## src/rtl/if_fetch.sv

```systemverilog
// Instruction-fetch stage: IDLE/FETCH/HOLD sequencer feeding the IF/ID register.
// Optional feature macro: IF_FETCH_PERF_COUNT_EN enables the delivered-instruction counter.
module if_fetch #(
  parameter logic [31:0] RESET_PC = 32'h0000_0000
) (
  input  logic        clk,
  input  logic        reset,
  input  logic        stall,
  input  logic        redirect,
  input  logic [31:0] redirect_pc,
  output logic        imem_req,
  output logic [31:0] imem_addr,
  input  logic        imem_ready,
  input  logic [31:0] imem_rdata,
  output logic [31:0] pc_plus4,
  output logic [31:0] instr,
  output logic        ifid_enable,
  output logic        ifid_flush,
  output logic [31:0] fetch_count
);

  typedef enum logic [1:0] {
    IDLE  = 2'd0,
    FETCH = 2'd1,
    HOLD  = 2'd2
  } state_t;

  state_t      r_state;
  logic [31:0] r_pc;
  logic [31:0] r_hold;
  logic [31:0] w_pc_inc;
  logic [31:0] w_target;

  assign w_pc_inc = r_pc + 32'd4;
  assign w_target = {redirect_pc[31:2], 2'b00};

  // Outputs are combinational so a ready word reaches IF/ID in the same cycle.
  always_comb begin
    imem_req    = 1'b0;
    imem_addr   = r_pc;
    pc_plus4    = 32'h0000_0000;
    instr       = 32'h0000_0000;
    ifid_enable = 1'b0;
    ifid_flush  = 1'b0;
    case (r_state)
      IDLE: begin
        imem_req = 1'b0;
      end
      FETCH: begin
        imem_req = 1'b1;
        pc_plus4 = w_pc_inc;
        if (redirect) begin
          ifid_enable = 1'b1;
          ifid_flush  = 1'b1;
        end else if (imem_ready && !stall) begin
          ifid_enable = 1'b1;
          instr       = imem_rdata;
        end else if (imem_ready) begin
          ifid_enable = 1'b0;
        end else begin
          ifid_enable = !stall;
          ifid_flush  = !stall;
        end
      end
      HOLD: begin
        instr    = r_hold;
        pc_plus4 = w_pc_inc;
        if (redirect) begin
          ifid_enable = 1'b1;
          ifid_flush  = 1'b1;
        end else if (stall) begin
          ifid_enable = 1'b0;
        end else begin
          ifid_enable = 1'b1;
        end
      end
      default: begin
        imem_req = 1'b0;
      end
    endcase
  end

  // Sequencer: redirect outranks stall and memory readiness in FETCH and HOLD.
  always_ff @(posedge clk or posedge reset) begin
    if (reset) begin
      r_state <= IDLE;
      r_pc    <= RESET_PC;
      r_hold  <= 32'h0000_0000;
    end else begin
      case (r_state)
        IDLE: begin
          r_state <= FETCH;
        end
        FETCH: begin
          if (redirect) begin
            r_pc <= w_target;
          end else if (imem_ready && !stall) begin
            r_pc <= w_pc_inc;
          end else if (imem_ready) begin
            r_hold  <= imem_rdata;
            r_state <= HOLD;
          end else begin
            r_pc <= r_pc;
          end
        end
        HOLD: begin
          if (redirect) begin
            r_pc    <= w_target;
            r_hold  <= 32'h0000_0000;
            r_state <= FETCH;
          end else if (!stall) begin
            r_pc    <= w_pc_inc;
            r_state <= FETCH;
          end else begin
            r_state <= HOLD;
          end
        end
        default: begin
          r_state <= IDLE;
        end
      endcase
    end
  end

`ifdef IF_FETCH_PERF_COUNT_EN
  logic [31:0] r_fetch_count;

  // Counts real deliveries only; bubbles and stalls do not advance it.
  always_ff @(posedge clk or posedge reset) begin
    if (reset) begin
      r_fetch_count <= 32'h0000_0000;
    end else if (ifid_enable && !ifid_flush) begin
      r_fetch_count <= r_fetch_count + 32'd1;
    end else begin
      r_fetch_count <= r_fetch_count;
    end
  end

  assign fetch_count = r_fetch_count;
`else
  assign fetch_count = 32'h0000_0000;
`endif

endmodule
```

## config.mk

```make
export PLATFORM = sky130hd
export DESIGN_NAME = if_fetch
export DESIGN_NICKNAME = d
export VERILOG_FILES = /design/src/rtl/if_fetch.sv
export SDC_FILE = /design/constraint.sdc
export NUM_CORES = 1
export LEC_CHECK = 0
export CORE_MARGIN = 1
export CORE_UTILIZATION = 45
export CTS_CLUSTER_DIAMETER = 200
export DETAILED_ROUTE_END_ITERATION = 12
export PLACE_DENSITY_LB_ADDON = 0.1
export SYNTH_ARGS = -nofsm -noshare
export SYNTH_HDL_FRONTEND = slang
export SYNTH_SLANG_ARGS = --single-unit
```

## constraint.sdc

```tcl
create_clock -name clk -period 4.3 [get_ports clk]
set_clock_uncertainty 0.15 [all_clocks]
set_input_delay 0.43 -clock clk [delete_from_list [all_inputs] [get_ports clk]]
set_output_delay 0.43 -clock clk [all_outputs]
set_load 0.1 [all_outputs]
```

# Word-level counts from Yosys, hierarchy flattened
# Cells that the tools add are included.
[word_totals]
reg_bits = 66
wordCells = 51
out_inout_bits = 131
input_bits = 69
[classes]
muxes = 31
addsub = 1
n_reduce_logical = 8
n_eq_ne = 8
[ops]
columns = ["op", "n"]
rows = [
  ["$mux W32", 11],
  ["$pmux W32 S2", 3],
  ["$add A32 B3 Y32 const B", 1],
  ["$mux W2", 5],
  ["$mux W1", 9],
  ["$ne A2 B2 Y1 const B", 4],
  ["$ne A3 B3 Y1 const B", 2],
  ["$pmux W2 S3", 1],
  ["$reduce_and A3 Y1", 2],
  ["$reduce_and A5 Y1", 1],
  ["$pmux W1 S2", 2],
  ["$eq A2 B1 Y1 const B", 1],
  ["$eq A2 B2 Y1 const B", 1],
  ["$logic_not A2 Y1", 1],
  ["$reduce_bool A2 Y1", 1],
  ["$reduce_or A2 Y1", 1],
  ["$logic_and A1 B1 Y1", 1],
  ["$logic_not A1 Y1", 1],
]

# Depth between registers and ports, before layout
# Gate-level depths: netlist of run 1.
[logic_depth]
word_depth = 5
ltp_mapped = 9
ltp_nobuf = 6

# Worst setup path before layout of run 1
# Ideal clock, no wire load.
[synth_path]
kind = "flip-flop to output port"
startpoint = "register r_pc[2] (netlist: imem_addr[2])"
endpoint = "output port pc_plus4[24]"
path_stages_with_launch = 7
t_required_ps = 3720
t_arrival_ps = 4029
path_buffers = 1
path_slack_ps = -309
cell_sequence = "dfrtp_1 -> ha_1 -> nand3_1 -> or4_4 -> buf_6 -> or3_1 -> a21oi_1"
[synth_between]
elab_chain_len = 2
[synth_lines]
columns = ["item", "line_no", "text"]
rows = [
  ["start: declaration", "29", "logic [31:0] r_pc;"],
  ["start signal: assignment", "96", "r_pc <= w_target;"],
  ["start signal: assignment", "98", "r_pc <= w_pc_inc;"],
  ["start signal: assignment", "103", "r_pc <= r_pc;"],
  ["$add A32 B3 Y32", "34", "assign w_pc_inc = r_pc + 32'd4;"],
  ["$mux W32", "45", "case (r_state)"],
  ["end: declaration", "15", "output logic [31:0] pc_plus4,"],
]
# No other way between the ends.

# Worst setup path after layout of run 1
[layout_path]
startpoint = "register r_pc[2] (netlist: imem_addr[2])"
endpoint = "output port pc_plus4[20]"
# The elaborated chain is that of the path after synthesis.

==> run metrics, run 1 <==
Die H between 100 and 150 microns; clock sinks 64; RSZ-0062 raised after global routing no; post-synthesis cell count about 650; post-synthesis cell type count 57; Post-synth ARST share 1.00; Final #Nets 847; clk root buf clkbuf_8; TritonCTS Buffers 9; CP Cell Sequence ha_1, nand3_1, buf_4, or4_4, or4_1, a21oi_2, buf_12; setup TNS 0 ps; share of layout cells above drive strength 1 0.187; Die Footprint 11400 sq um; clock tree buffer depth 2; achievable frequency approximately 270 MHz; Yosys top cell by area dfrtp_1; worst skew pair latency around 350 ps; YS warnings 0; via-per-instance ratio 5.66; Crit path max-delay family simple AND/OR/NAND/NOR gates; # rows 37; Synth Cell Area 4930 sq um; Synth area leaders dfrtp_1 (32%), nor2_1 (6.1%), a22oi_1 (5.6%), buf_4 (5.5%), o21ai_0 (5.3%); n_diodes 0; core area about 10000 sq um; Avg Cell Area, Syn approximately 7.6 sq um; drt pass-1 iters 5; Routed WL per cell 16.1 microns; CP max stage cell or4_4; Final period util 0.850; top cell type's share of synthesized area 0.325; grt ovf 0; Worst-Margin Slew around 1000 ps; Max Cap Viol 0; # hold bufs at CTS 0; Buf/Inv on CP 2; Die Wd 107 microns; CP arrival 3080 ps; CTS tree done; antenna violations before repair 0; I/O Pins 200; number of routed nets with antenna violations 0; number of flops mapped to enable cells by yosys 0; vias approximately 5200; crit path max fanout 22; drt drc 0; first-pass GRT wire length 23600 microns; Slew Limit Fails 0; post-place setup slack 1030 ps; clk slew on worst S/H paths 80 ps; post-CTS resize count 0; vias in the first global route 4759; GRT Total Usage 0.257; Period minus WS final about 3700 ps; crit start category flop; sequential area share after synthesis 0.325; Min-Delay Path Class in2async; Iter 0 DRT Violations around 350; GP Congestion 0.894; leading post-synthesis cells by instance count nor2_1 (80), dfrtp_1 (64), o21ai_0 (52), nand2_1 (50), clkbuf_1 (47); CTS H-tree depth 3; final setup violation count 0; crit-path max cell delay 680 ps; #FFs+latches synth 64; critical path required time 3720 ps; Port-buffer cells 161; P&R area growth vs syn 34.6%; min setup slack post-route 645 ps; count leader, synth nor2_1; Slew HR 0.318; pin count of the biggest net entering global routing 56; number of setup buffers added after CTS 0; Fin. Hold Viols 0; critical path type reg2out; dpl hpwl 10100 microns; DRT Wirelength 14700 microns; status finished clean; endpoint type of the worst setup path output port; Initial Util 0.471; top_reg_cell synth dfrtp_1; fill count 936
[registers in the layout, summed over array words and instances (netlist names)]
signal	cells
r_hold	32
imem_addr	30
r_state	2
[placed cells by master, fill, tap and decap left out, types with 5 or more instances in the layout]
cell,instances
buf_4,76
or4b_1,6
nand4_1,14
nor4_1,11
inv_1,11
a22oi_1,37
clkdlybuf4s50_1,97
o21ai_0,52
dfrtp_1,64
clkbuf_8,13
o211ai_1,5
nor2_2,30
o21a_1,5
a21oi_1,32
nand2b_1,34
or4_1,7
and3_1,20
conb_1,36
nor2_1,50
a21oi_2,9
or3_1,7
nand3b_1,7
nand3_1,21
xnor2_1,9
nand2_1,50
[area by class of cell]
class | instances | area [sq um] | share of cell area
multi-input cells | 510 | 3060 | 0.461
flip-flops and latches | 64 | 1600 | 0.241
repair buffers | 175 | 1570 | 0.236
clock buffers | 13 | 179 | 0.0270
well taps | 136 | 170 | 0.0256
inverters | 13 | 48.8 | 0.00735
clock inverters | 2 | 12.5 | 0.00189
[metal layers]
| metal | share of wire | wire length (microns) | vias to the layer above | global-route usage |
|---|---|---|---|---|
| met1 | 0.44 | 6430 | 2428 | 0.350 |
| met2 | 0.48 | 6990 | 223 | 0.406 |
| met4 | 0.017 | 250 | 0 | 0.0998 |
| met3 | 0.068 | 1000 | 20 | 0.0444 |
| met5 | 0 | 0 | - | 0 |
| li1 | - | - | 2496 | - |
[cell families after synthesis]
| family | Yosys count | synth area share |
|---|---|---|
| compound gates | 177 | 0.226 |
| xor+xnor | 12 | 0.0213 |
| fa+ha+maj | 5 | 0.0127 |
| buf+inv | 107 | 0.113 |
| flops | 64 | 0.325 |
| mux | 2 | 0.00406 |
| other cells | 1 | 0.000761 |
| simple gates | 278 | 0.298 |
[path summary, 6_finish.rpt]
| kind | startpoint | endpoint | slack (ps) | cells past startpoint |
|---|---|---|---|---|
| max reg2reg | r_state[1]$_DFFE_PP0P_ | imem_addr[5]$_DFFE_PP0P_ | 1480 | 7 |
| max in group asynchronous | reset | r_state[0]$_DFFE_PP0P_ | 2720 | 3 |
| min | reset | imem_addr[25]$_DFFE_PP0P_ | 320 | 2 |
| max | imem_addr[2]$_DFFE_PP0P_ | pc_plus4[20] | 640 | 7 |
| min reg2reg | r_hold[2]$_DFFE_PP0P_ | r_hold[2]$_DFFE_PP0P_ | 330 | 2 |
| min in group clk | r_hold[2]$_DFFE_PP0P_ | r_hold[2]$_DFFE_PP0P_ | 330 | 2 |
[through the flow]
step                cell area, sq um  hold slack [ps]  cells  utilization
finish                          6640              318    913        0.634
global route                    6640              361    913        0.634
CTS                             6640              317    913        0.634
detailed placement              6440              321    898        0.616
global placement                6440              314    898        0.616
floorplan                       5170              300    681            -
Power of run 1 is left out: the tool's default activity adds up to more than one toggle a clock period on the data nets, which glitch-free logic cannot reach.
==> inputs of run 2 (changes only) <==
--- a/config.mk
+++ b/config.mk
@@ -5,6 +5,7 @@
 export SDC_FILE = /design/constraint.sdc
 export NUM_CORES = 1
 export LEC_CHECK = 0
+export CAP_MARGIN = 20
 export CORE_MARGIN = 1
 export CORE_UTILIZATION = 45
 export CTS_CLUSTER_DIAMETER = 200
==> results of run 2 <==
The final DEF is identical to that of run 1; final timing and power are the same.
Power of run 2 is left out for the same reason.
==> inputs of run 3 (changes only) <==
--- a/config.mk
+++ b/config.mk
@@ -11,6 +11,7 @@
 export CTS_CLUSTER_DIAMETER = 200
 export DETAILED_ROUTE_END_ITERATION = 12
 export PLACE_DENSITY_LB_ADDON = 0.1
+export REMOVE_ABC_BUFFERS = 1
 export SYNTH_ARGS = -nofsm -noshare
 export SYNTH_HDL_FRONTEND = slang
 export SYNTH_SLANG_ARGS = --single-unit
==> run metrics, run 3 (synthesis results as in run 1) <==
Initial Util 0.471; DRT Wirelength 14600 microns; critical path required time 3720 ps; Max Cap Viol 0; min setup slack post-route about 680 ps; post-CTS resize count 0; achievable frequency 276 MHz; Global Route met3 Usage 0.0517; max reg flops 32; post-place setup slack ~1000 ps; drt pass-1 iters 6; grt peak-use layer met2; GRT Total Usage 0.256; crit-path max cell delay 670 ps; worst skew pair latency 340 ps; Final #Nets approximately 850; Die Footprint around 11000 sq um; Routed WL per cell approximately 16 microns; finished layout cell area 6540 sq um; CP max stage cell or4_4; antenna violations before repair 0; crit start category flop; Crit path max-delay family simple AND/OR/NAND/NOR gates; critical path type reg2out; R2R cell count 7; dpl hpwl 9630 microns; TritonCTS Buffers 9; vias in the first global route 4775; status finished clean; pin count of the biggest net entering global routing 66; Die Wd 107 microns; first-pass GRT wire length 23500 microns; Worst-Margin Slew ~1000 ps; clk slew on worst S/H paths around 80 ps; CTS H-tree depth 3; P&R area growth vs syn 32.6%; Buf/Inv on CP 2; drt drc 0; most frequent CP cell buf_4; core area roughly 10000 sq um; endpoint type of the worst setup path output port; Period minus WS final around 3600 ps; vias 5183; setup TNS 0 ps; CP arrival 3040 ps; Slew HR 0.306; number of setup buffers added after CTS 0; Slew Limit Fails 0; Stages on worst setup path 7; number of routed nets with antenna violations 0; dpl cell area 6300 sq um; CTS tree done; via-per-instance ratio 5.68; met2 Usage GRT 0.409; clock sinks 64; # rows 37; # hold bufs at CTS 0; met1 Use GR 0.345; clock tree buffer depth 2; fill count 956; Fin. Hold Viols 0; GP Congestion just under 0.9; Port-buffer cells approximately 160; final setup violation count 0; Die H about 110 microns; grt ovf 0; Hold Slack ~150 ps; RSZ-0062 raised after global routing no; CP Cell Sequence ha_1, nand3_1, buf_4, or4_4, or4_1, a21oi_1, buf_4; most common cell after layout, fill and taps aside clkdlybuf4s50_1; clk root buf clkbuf_8; most frequent cells in the layout clkdlybuf4s50_1 (98), nor2_1 (80), buf_4 (73); share of layout cells above drive strength 1 0.134; I/O Pins 200; Iter 0 DRT Violations 397; Min-Delay Path Class in2async; Final period util 0.841; Most flops, register r_hold; crit path max fanout 22
## run 3: worst paths after layout
path,to,from,slack [ps]
worst max register to register,imem_addr[31]$_DFFE_PP0P_,r_state[1]$_DFFE_PP0P_,1430
max in group asynchronous,r_hold[14]$_DFFE_PP0P_,reset,3050
worst min register to register,r_hold[13]$_DFFE_PP0P_,r_hold[13]$_DFFE_PP0P_,330
worst min-delay path,r_hold[8]$_DFFE_PP0P_,reset,150
worst max-delay path,pc_plus4[20],imem_addr[2]$_DFFE_PP0P_,680
min in group clk,r_hold[13]$_DFFE_PP0P_,r_hold[13]$_DFFE_PP0P_,330
## run 3: layout make-up
type,count,area [sq um],share of cell area
Multi-Input combinational cell,510,2950,0.451
Sequential cell,64,1600,0.245
Timing Repair Buffer,174,1560,0.238
Tap cell,136,170,0.0260
Clock buffer,9,124,0.0189
Clock inverter,6,83.8,0.0128
Inverter,13,48.8,0.00746
Antenna cell,1,2.50,0.000383
## run 3: through the flow
stage	cells	utilization
floorplan	587	-
global placement	895	0.602
detailed placement	895	0.602
CTS	910	0.622
global route	912	0.625
finish	913	0.625
## run 3: per-layer routing
metal	up-vias	routed length, microns
li1	2496	-
met1	2447	6600
met2	219	6770
met3	21	982
met4	0	224
met5	-	0
Power of run 3 is left out for the same reason.
